==> src/rtl/fifo_wr_arbiter.sv <==
// Round-robin arbiter sharing one sync_fifo write port among NREQ valid/ready producers.
// Optional macro ARB_PRIO0_EN: requester 0 wins every arbitration point at which it is valid.
module fifo_wr_arbiter #(
  parameter int NREQ  = 4,
  parameter int DW    = 8,
  parameter int BURST = 4
) (
  input  logic               clk,
  input  logic               rst,
  input  logic [NREQ-1:0]    req_valid,
  input  logic [NREQ*DW-1:0] req_data,
  output logic [NREQ-1:0]    req_ready,
  input  logic               fifo_full,
  output logic               fifo_wr_en,
  output logic [DW-1:0]      fifo_data_in,
  output logic [NREQ-1:0]    grant,
  output logic               busy
);

  localparam int LW = $clog2(NREQ);

  typedef enum logic {IDLE, GRANT} state_t;

  state_t          state, state_nxt;
  logic [NREQ-1:0] grant_nxt;
  logic [LW-1:0]   last_owner, last_owner_nxt;
  logic [3:0]      burst_cnt, burst_cnt_nxt;
  logic            pick_vld;
  logic [LW-1:0]   pick_idx;
  logic            owner_valid;
  logic            xfer;
  logic            arb;

  // Arbitration pick: scan upward from last_owner+1; the previous owner comes last.
  always_comb begin
    int unsigned cand;
    cand     = 0;
    pick_vld = 1'b0;
    pick_idx = '0;
`ifdef ARB_PRIO0_EN
    if (req_valid[0]) begin
      pick_vld = 1'b1;
    end else begin
      // last_owner never holds 0 here, so rotation runs over 1..NREQ-1 only
      for (int unsigned off = 1; off < NREQ; off++) begin
        cand = 1 + ((32'(last_owner) + off - 1) % (NREQ - 1));
        if (!pick_vld && req_valid[LW'(cand)]) begin
          pick_vld = 1'b1;
          pick_idx = LW'(cand);
        end
      end
    end
`else
    for (int unsigned off = 1; off <= NREQ; off++) begin
      cand = (32'(last_owner) + off) % NREQ;
      if (!pick_vld && req_valid[LW'(cand)]) begin
        pick_vld = 1'b1;
        pick_idx = LW'(cand);
      end
    end
`endif
  end

  always_ff @(posedge clk or negedge rst) begin
    if (!rst) begin
      state      <= IDLE;
      grant      <= '0;
      last_owner <= LW'(NREQ - 1);
      burst_cnt  <= '0;
    end else begin
      state      <= state_nxt;
      grant      <= grant_nxt;
      last_owner <= last_owner_nxt;
      burst_cnt  <= burst_cnt_nxt;
    end
  end

  always_comb begin
    state_nxt      = state;
    grant_nxt      = grant;
    last_owner_nxt = last_owner;
    burst_cnt_nxt  = burst_cnt;
    arb            = 1'b0;
    case (state)
      IDLE: arb = |req_valid;
      GRANT: begin
        // While full, the grant and count are frozen and a dropped valid is ignored.
        if (!fifo_full) begin
          if (xfer) begin
            if (burst_cnt == 4'(BURST - 1)) arb = 1'b1;
            else                            burst_cnt_nxt = burst_cnt + 4'd1;
          end else if (!owner_valid) begin
            arb = 1'b1;
          end
        end
      end
      default: state_nxt = IDLE;
    endcase
    if (arb) begin
      burst_cnt_nxt = '0;
      if (pick_vld) begin
        state_nxt = GRANT;
        grant_nxt = {{(NREQ-1){1'b0}}, 1'b1} << pick_idx;
`ifdef ARB_PRIO0_EN
        if (pick_idx != '0) last_owner_nxt = pick_idx;
`else
        last_owner_nxt = pick_idx;
`endif
      end else begin
        state_nxt = IDLE;
        grant_nxt = '0;
      end
    end
  end

  always_comb begin
    req_ready    = '0;
    fifo_data_in = '0;
    if (state == GRANT) req_ready = grant & {NREQ{~fifo_full}};
    owner_valid = |(req_valid & grant);
    xfer        = |(req_valid & req_ready);
    fifo_wr_en  = xfer;
    busy        = (state == GRANT);
    if (xfer) begin
      for (int unsigned i = 0; i < NREQ; i++) begin
        if (grant[i]) fifo_data_in = fifo_data_in | req_data[i*DW +: DW];
      end
    end
  end

endmodule

==> config.mk <==
export PLATFORM = sky130hd
export DESIGN_NAME = fifo_wr_arbiter
export DESIGN_NICKNAME = d
export VERILOG_FILES = /design/src/rtl/fifo_wr_arbiter.sv
export SDC_FILE = /design/constraint.sdc
export NUM_CORES = 1
export LEC_CHECK = 0
export BUFFER_PORTS_ARGS = -buffer_cell sky130_fd_sc_hd__buf_2
export CAP_MARGIN = 10
export CORE_UTILIZATION = 38
export CTS_BUF_LIST = sky130_fd_sc_hd__clkbuf_2
export DETAILED_ROUTE_END_ITERATION = 6
export PLACE_DENSITY = 0.81
export SKIP_CTS_REPAIR_TIMING = 1
export SLEW_MARGIN = 10
export SYNTH_ARGS = -nofsm -noshare
export SYNTH_HDL_FRONTEND = slang
export SYNTH_SLANG_ARGS = --single-unit
==> constraint.sdc <==
create_clock -name clk -period 1.5 [get_ports clk]
set_clock_uncertainty 0.1 [all_clocks]
set_input_delay 0.3 -clock clk [delete_from_list [all_inputs] [get_ports clk]]
set_output_delay 0.3 -clock clk [all_outputs]
set_load 0.05 [all_outputs]
# Word level (Yosys, flattened, before mapping)
# Index checks and enable logic that the tools add are counted.
dict set report word_totals {
  ff_bits 11
  ram_bits 0
  romBits 0
  output_inout_bits 18
  memories 0
  latchBits 0
}
dict set report op_classes {
  addsub 5
  eq_ne 3
  n_reduce_logical 13
  mux 37
  multipliers 0
  n_div 0
  n_lt_le_gt_ge 4
  shifts 1
  bitwise 8
}
# operator count
set op_table {}
lappend op_table {{8-bit two-way mux} 8}
lappend op_table {{4-bit two-way mux} 7}
lappend op_table {{8-bit bitwise OR} 3}
lappend op_table {{1-bit two-way mux} 13}
lappend op_table {{4-bit AND} 3}
lappend op_table {{2-bit by 3-bit less-than comparator with 1-bit output, second input constant} 4}
lappend op_table {{4-bit OR reduction} 3}
lappend op_table {{1-bit binary-select mux with 2-bit select} 4}
lappend op_table {{2-bit two-way mux} 4}
lappend op_table {{2-bit by 1-bit adder with 2-bit output, second input constant} 2}
lappend op_table {{2-bit adder, second input constant} 2}
lappend op_table {{4-bit by 1-bit adder with 4-bit output, second input constant} 1}
lappend op_table {{4-bit by 2-bit == test with 1-bit output, second input constant} 1}
lappend op_table {{4-bit AND reduction} 1}
lappend op_table {{2-bit nonzero test} 2}
lappend op_table {{1-bit by 2-bit << shifter with 4-bit output, first input constant} 1}
lappend op_table {{1-bit logical AND} 3}
lappend op_table {{1-bit logical NOT} 3}
lappend op_table {{2-bit by 1-bit != test with 1-bit output, second input constant} 1}
lappend op_table {{2-bit != test, second input constant} 1}
lappend op_table {{1-bit NOT} 2}
lappend op_table {{1-bit one-hot mux with 2 select lines} 1}
lappend op_table {{2-bit AND reduction} 1}

# Depth between registers and ports, before layout
# Gate-level depths: netlist of run 1.
dict set report logic_depth {
  ltp_word 15
  ltp_mapped 7
  depth_no_buf 7
}

# Least setup slack after synthesis of run 1
# Ideal clock, no wire load.
dict set report synth_path {
  path_kind {reg-to-output}
  startpoint {register state (netlist: busy)}
  endpoint {output fifo_data_in[0]}
  path_stages_with_launch 4
  arrival_ps 1882
  required_time_ps 1100
  slack_ps -782
  cell_sequence {dfrtp_1 > nor2b_1 > nand2_2 > a21oi_1}
}
dict set report synth_via {
  elab_chain_len 4
}
# item line_no
set synth_lines {}
lappend synth_lines {{start, declared} 24} ;# state_t state, state_nxt;
lappend synth_lines {{start signal, assigned} 71} ;# state <= state_nxt;
lappend synth_lines {{4-bit two-way mux} 119} ;# if (state == GRANT) req_ready = grant & {NREQ{~fifo_full}};
lappend synth_lines {{4-bit AND} 121} ;# xfer = |(req_valid & req_ready);
lappend synth_lines {{4-bit OR reduction} 121}
lappend synth_lines {{8-bit two-way mux} 124} ;# if (xfer) begin
lappend synth_lines {{end, declared} 15} ;# output logic [DW-1:0] fifo_data_in,
# No other way between the ends.

# Worst setup path in the final report of run 1
dict set report layout_path {
  startpoint {register grant[0]}
  endpoint {output fifo_data_in[7]}
}
dict set report layout_via {
  elab_chain_len 11
  elab_cells_between_ends 15
  cone_classes {mux: 9; bitwise: 5; reduce/logical: 1}
}
# item line_no
set layout_lines {}
lappend layout_lines {{start, declared} 16} ;# output logic [NREQ-1:0] grant,
lappend layout_lines {{start signal, assigned} 72} ;# grant <= grant_nxt;
lappend layout_lines {{8-bit two-way mux} 126} ;# if (grant[i]) fifo_data_in = fifo_data_in | req_data[i*DW +: DW];
lappend layout_lines {{8-bit two-way mux} 124}
lappend layout_lines {{8-bit bitwise OR} 126}
lappend layout_lines {{8-bit two-way mux} 126}
lappend layout_lines {{8-bit two-way mux} 124}
lappend layout_lines {{8-bit bitwise OR} 126}
lappend layout_lines {{8-bit two-way mux} 126}
lappend layout_lines {{8-bit two-way mux} 124}
lappend layout_lines {{8-bit bitwise OR} 126}
lappend layout_lines {{8-bit two-way mux} 126}
lappend layout_lines {{8-bit two-way mux *} 124}
# Mark *: on every way between the ends. The rest lies on a longest branch, timed or not. The select of a mux whose other input is x is not followed.

==> results of run 1 <==
## stage by stage
stage | cell area [um^2] | TNS (ns) | hold WS (ns) | power (mW) | setup slack (ns)
after detailed placement | 1480 | -3.35 | 0.0758 | 2.76 | -0.282
after global placement | 1480 | -2.52 | 0.0736 | 2.68 | -0.191
final | 1770 | -6.21 | 0.288 | 3.53 | -0.439
after floorplan | 965 | -3.74 | -0.0956 | 2.01 | -0.399
after global routing | 1770 | -7.73 | 0.297 | 3.70 | -0.639
after CTS | 1500 | -6.71 | -0.227 | 2.92 | -0.424
## Yosys cell counts (2+ instances only)
library cell,instances
nand2_1,6
a22oi_1,17
nand2b_1,4
dfrtp_1,9
clkbuf_1,4
nand3_1,2
a21oi_1,12
inv_1,2
a32o_1,2
and2_1,5
nor2b_1,2
nor2_1,3
dfstp_2,2
o21ai_0,5
## state kept, by name, summed over array words and instances, names as in the netlist
register    cells
burst_cnt       4
busy            1
grant           4
last_owner      2
## worst register-to-register path: stages, from the launching register on
cell and delay (ns):
dfrtp_2 0.44, a22oi_2 0.22, nand2_2 0.12, nand2_8 0.12
clkinvlp_4 0.12, buf_4 0.14, buf_6 0.11, buf_4 0.13
nand2b_4 0.08, nand3_2 0.06, o21ai_1 0.07
## cell families (layout without fill, tap and decap cells)
family                   count (synthesis)  after routing  synth area share, %
AO/OA/AOI/OAI                           45             45                 38.5
XOR/XNOR                                 1              1                 1.08
AND/OR/NAND/NOR                         29             29                 21.9
adder cells (fa/ha/maj)                  1              1                 1.54
flip-flops                              11             11                 34.2
buffers and inverters                    6             90                 2.77
## area by class of cell
type	count	area, um^2	area share (%)
clock buffers	3	15.0	0.847
clock inverters	1	5.00	0.282
inverters	2	11.3	0.636
multi-input cells	76	766	43.2
flip-flops and latches	11	284	16.0
well taps	27	33.8	1.91
repair buffers	84	657	37.1
## metal layers
| layer | up-vias | wire [um] | GRT usage (%) |
|---|---|---|---|
| met3 | 26 | 234 | 2.96 |
| met4 | 0 | 186 | 5.56 |
| met2 | 80 | 2100 | 46.4 |
| met1 | 597 | 1370 | 25.3 |
| met5 | - | 0 | 0 |
| li1 | 532 | - | - |
## power groups by stage
stage / clock network, mW / logic, mW / registers [mW]
2_1_floorplan: 0 / 1.31 / 0.701
3_3_place_gp: 0 / 2.17 / 0.505
3_5_place_dp: 0 / 2.24 / 0.517
4_1_cts: 0.166 / 2.25 / 0.509
5_1_grt: 0.180 / 2.97 / 0.553
6_report: 0.163 / 2.83 / 0.541
## cells in the final DEF (no fill, tap or decap), types with 4 or more instances in the layout
cell type,synthesis,final
buf_2,0,40
buf_4,0,21
buf_6,0,15
a22oi_1,17,14
a21oi_4,0,9
and2_4,0,5
nand2_1,6,5
dfrtp_2,0,5
a22oi_2,1,4
o21ai_1,0,4
dfrtp_1,9,4
buf_8,0,4
## path summary, 6_finish.rpt
path	from	to	depth (start not counted)
max	grant[0]$_DFFE_PN0P_	fifo_data_in[7]	4
min	req_valid[1]	busy$_DFFE_PN0P_	3
max reg2reg	grant[2]$_DFFE_PN0P_	burst_cnt[1]$_DFFE_PN0P_	10
min reg2reg	burst_cnt[0]$_DFFE_PN0P_	burst_cnt[0]$_DFFE_PN0P_	2
max in group asynchronous	rst	last_owner[1]$_DFFE_PN1P_	2
min in group asynchronous	rst	burst_cnt[0]$_DFFE_PN0P_	2
==> results.toml, run 1 <==
[place]
port_buffers = 56
gp_congestion = 0.837
hpwl_um = 2360
dp.cells = 196

[clocking]
cts.sinks = 11
cts_root_buf = "clkbuf_2"
cts_tree = "built"
clkTransAtPathRegs_ns = 0.13
clk_latency_ns = 0.26
htree_levels = 1
cts_buffer_depth = 2
cts_buffers = 3

[final_layout]
drive_gt1_share_pct = 76.3
layoutNonFillerInstCount = 204
finish.utilization_pct = 89.4
fill_cells = 86
syn_to_final_growth_pct = 118
diodes = 0
nets = 218

[logic_synthesis]
async_reset_ff_share_pct = 100
synth_top_cells_by_area = "dfrtp_1 (28%), a22oi_1 (16%), a21oi_1 (7.4%)"
yosysSeqAreaShare_pct = 34.2
syn_inst = 93
synth_top_area_share_pct = 27.7
yosys_warnings = 0
synth-main-ff-cell = "dfrtp_1"
synth_edf_count = 0
syn-mean-instance-area_um2 = 8.73
syn-num-nets = 133
syn-cell-area_um2 = 812
yosysTopAreaCell = "dfrtp_1"
ys_ff_latch = 11
synth_cell_types = 32

[sta]
worst_slack_ns = -0.439
fin_crit_ns = 1.94
min_period_over_period_pct = 129
slew_viol_final = 0
grt_setup_unrepaired = "yes"
slew_headroom_pct = 69.7
worst_slew_pin_slew_ns = 0.451
finalSetupViolCount = 23
fmax_ghz = 0.516
finalHoldViolations = 0

[floorplanning]
dieWidth_um = 48.2
fp.dieH_um = 48.2
ioPinCount = 57
rows = 16
die-area_um2 = 2330
initial_core_util_pct = 41.0
core_um2 = 1980

[drt]
dr_total_vias = 1235
initialDrtViolationCount = 47
routedWlPerCell_um = 19.1
antenna_left = 0
drt_wl_total_um = 3900
drc = 0
vias_per_cell = 6.05
dr.pass1.iters = 4

[grt]
grt_overflow = 0
grt_first_pass_wirelength_um = 3760
antenna_found_initial = 0
grtUsageTotal_pct = 23.2
grt_max_degree = 12
grt_pass1_vias = 943

[setup_path]
slowest_delay_ns = 0.46
path_cells = "buf_4 > a22oi_1 > a21oi_4 > buf_6"
critical_path_class = "reg -> out"
arrival_ns = 1.54
worst_setup_path_start_kind = "flip-flop"
critPathBufInv = 2
cp-end-kind = "output port"
critPathRequiredTime_ns = 1.10
cp_slowest_cell = "dfrtp_2"
r2r_slack_ns = -0.30
crit_fanout = 9
crit_family = "flip-flops"

[power_and_ir_drop]
leakagePower_nw = 0.765
p_comb_share_pct = 80.1
p_seq_share_pct = 15.3
internal_power_mw = 1.71
p_per_area_nw_per_um2 = 1990
p_sw_mw = 1.82
p_clk_share_pct = 4.6
p_sw_share_pct = 51.6
vdd_drop_max_v = 0.00161

[min_path]
hold_path.class = "in -> reg"

[outcome]
violations = "setup timing"
outcome = "finished, violations left"

[flow_run]
maxCapViolations = 0
(Power assumes the default switching activity.)
==> inputs of run 2 (changes only) <==
MAX_ROUTING_LAYER = met4   (was unset)
==> run 2 against run 1 <==
The run still ends with setup timing left. Design area stayed put. Clock power hardly changed. Non-clock buffer count stayed put. Global-route usage is 0.74 points higher. Core utilization stayed put. Via count hardly changed. Largest power group unchanged.
==> results.toml, run 2 (same netlist as run 1, synthesis figures left out) <==
[setup_path]
crit_fanout = 9
arrival_ns = 1.56
critical_path_class = "reg -> out"
crit_path_end = "fifo_data_in[7]"
r2r_start = "grant[2]$_DFFE_PN0P_"
slowest_delay_ns = 0.46
r2r_end = "burst_cnt[1]$_DFFE_PN0P_"
cp-end-kind = "output port"
cp_slowest_cell = "dfrtp_2"
cp-startpoint = "grant[0]$_DFFE_PN0P_"
critPathRequiredTime_ns = 1.10
path_cells = "buf_4 > a22oi_1 > a21oi_4 > buf_6"
r2r_slack_ns = -0.31
reg2reg_depth = 10
worst_setup_path_start_kind = "flip-flop"

[drt]
dr_total_vias = 1234
dr.pass1.iters = 4
drt_wl_total_um = 3940
routedWlPerCell_um = 19.3
initialDrtViolationCount = 53
antenna_left = 0
drc = 0
vias_per_cell = 6.05

[min_path]
hold_path.class = "in -> reg"
min_delay_path_depth = 3

[sta]
worst_slew_pin_slew_ns = 0.443
finalHoldViolations = 0
worst_slack_ns = -0.456
slew_viol_final = 0
fin_crit_ns = 1.96
slew_headroom_pct = 70.2
whs_ns = 0.285
finalSetupViolCount = 23
min_period_over_period_pct = 130
fmax_ghz = 0.511
grt_setup_unrepaired = "yes"

[outcome]
violations = "setup timing"
outcome = "finished, violations left"

[floorplanning]
rows = 16
ioPinCount = 57
core_um2 = 1980
fp.dieH_um = 48.2
die-area_um2 = 2330
dieWidth_um = 48.2
initial_core_util_pct = 41.0

[power_and_ir_drop]
leakagePower_nw = 0.765
vdd_drop_max_v = 0.00160
p_sw_mw = 1.83
p_comb_share_pct = 80.0
p_seq_share_pct = 15.3
p_sw_share_pct = 51.7
internal_power_mw = 1.71
p_clk_share_pct = 4.7
p_per_area_nw_per_um2 = 2000
power.total_mw = 3.54

[grt]
grtUsageTotal_pct = 24.0
grt_max_degree = 12
grt_overflow = 0
grt_pass1_vias = 943
antenna_found_initial = 0
grt_first_pass_wirelength_um = 3760

[place]
gp_congestion = 0.850
dp_slack_ns = -0.282
port_buffers = 56
hpwl_um = 2360
place_area_um2 = 1480

[clocking]
cts.sinks = 11
cts_tree = "built"
cts_buffer_depth = 2
clkTransAtPathRegs_ns = 0.13
clk_latency_ns = 0.27
cts_root_buf = "clkbuf_2"
htree_levels = 1
cts_buffers = 3

[final_layout]
mostFrequentLayoutCells = "buf_2 (40), buf_4 (21), buf_6 (15)"
reg.largest.list = "burst_cnt: 4 flops, grant: 4 flops, last_owner: 2 flops"
postLayoutCellArea_um2 = 1770
syn_to_final_growth_pct = 118
finish.utilization_pct = 89.4
diodes = 0
nets = 218
drive_gt1_share_pct = 76.3
layout_commonest_cell = "buf_2"

[flow_run]
maxCapViolations = 0
[run 2: power by group through the flow]
stage	Combinational, mW	Clock (mW)	Sequential [mW]
final	2.83	0.165	0.542
after global placement	2.17	0	0.505
after CTS	2.25	0.166	0.509
after detailed placement	2.24	0	0.517
after floorplan	1.31	0	0.701
after global routing	2.97	0.180	0.553
[run 2: worst max-delay path, delay by kind of cell (launching register included)]
kind                   cells  cell delay [ns]
flip-flops                 1             0.46
AO/OA/AOI/OAI              2             0.46
buffers and inverters      2             0.35
[run 2: per-layer routing]
layer	track usage [%]	vias to the layer above	routed length (um)
li1	-	533	-
met1	25.3	597	1410
met2	46.4	86	2130
met3	2.96	18	257
met4	5.56	0	142
met5	-	-	0
[run 2: stage by stage]
stage / TNS, ns / std cells
global route: -7.74 / 204
global placement: -2.52 / 196
detailed placement: -3.35 / 196
floorplan: -3.74 / 93
CTS: -6.71 / 200
finish: -6.32 / 204
[run 2: worst min-delay path by stage]
stage                               end         start
6_report               busy$_DFFE_PN0P_  req_valid[1]
5_1_grt                busy$_DFFE_PN0P_  req_valid[0]
4_1_cts        burst_cnt[0]$_DFFE_PN0P_           rst
3_5_place_dp   burst_cnt[3]$_DFFE_PN0P_           rst
3_3_place_gp   burst_cnt[2]$_DFFE_PN0P_           rst
2_1_floorplan  burst_cnt[0]$_DFFE_PN0P_           rst
[run 2: final cells by class]
type / count / area, um^2
Inverter: 2 / 11.3
Multi-Input combinational cell: 76 / 766
Timing Repair Buffer: 84 / 657
Clock buffer: 3 / 15.0
Fill cell: 86 / 210
Sequential cell: 11 / 284
Tap cell: 27 / 33.8
Clock inverter: 1 / 5.00
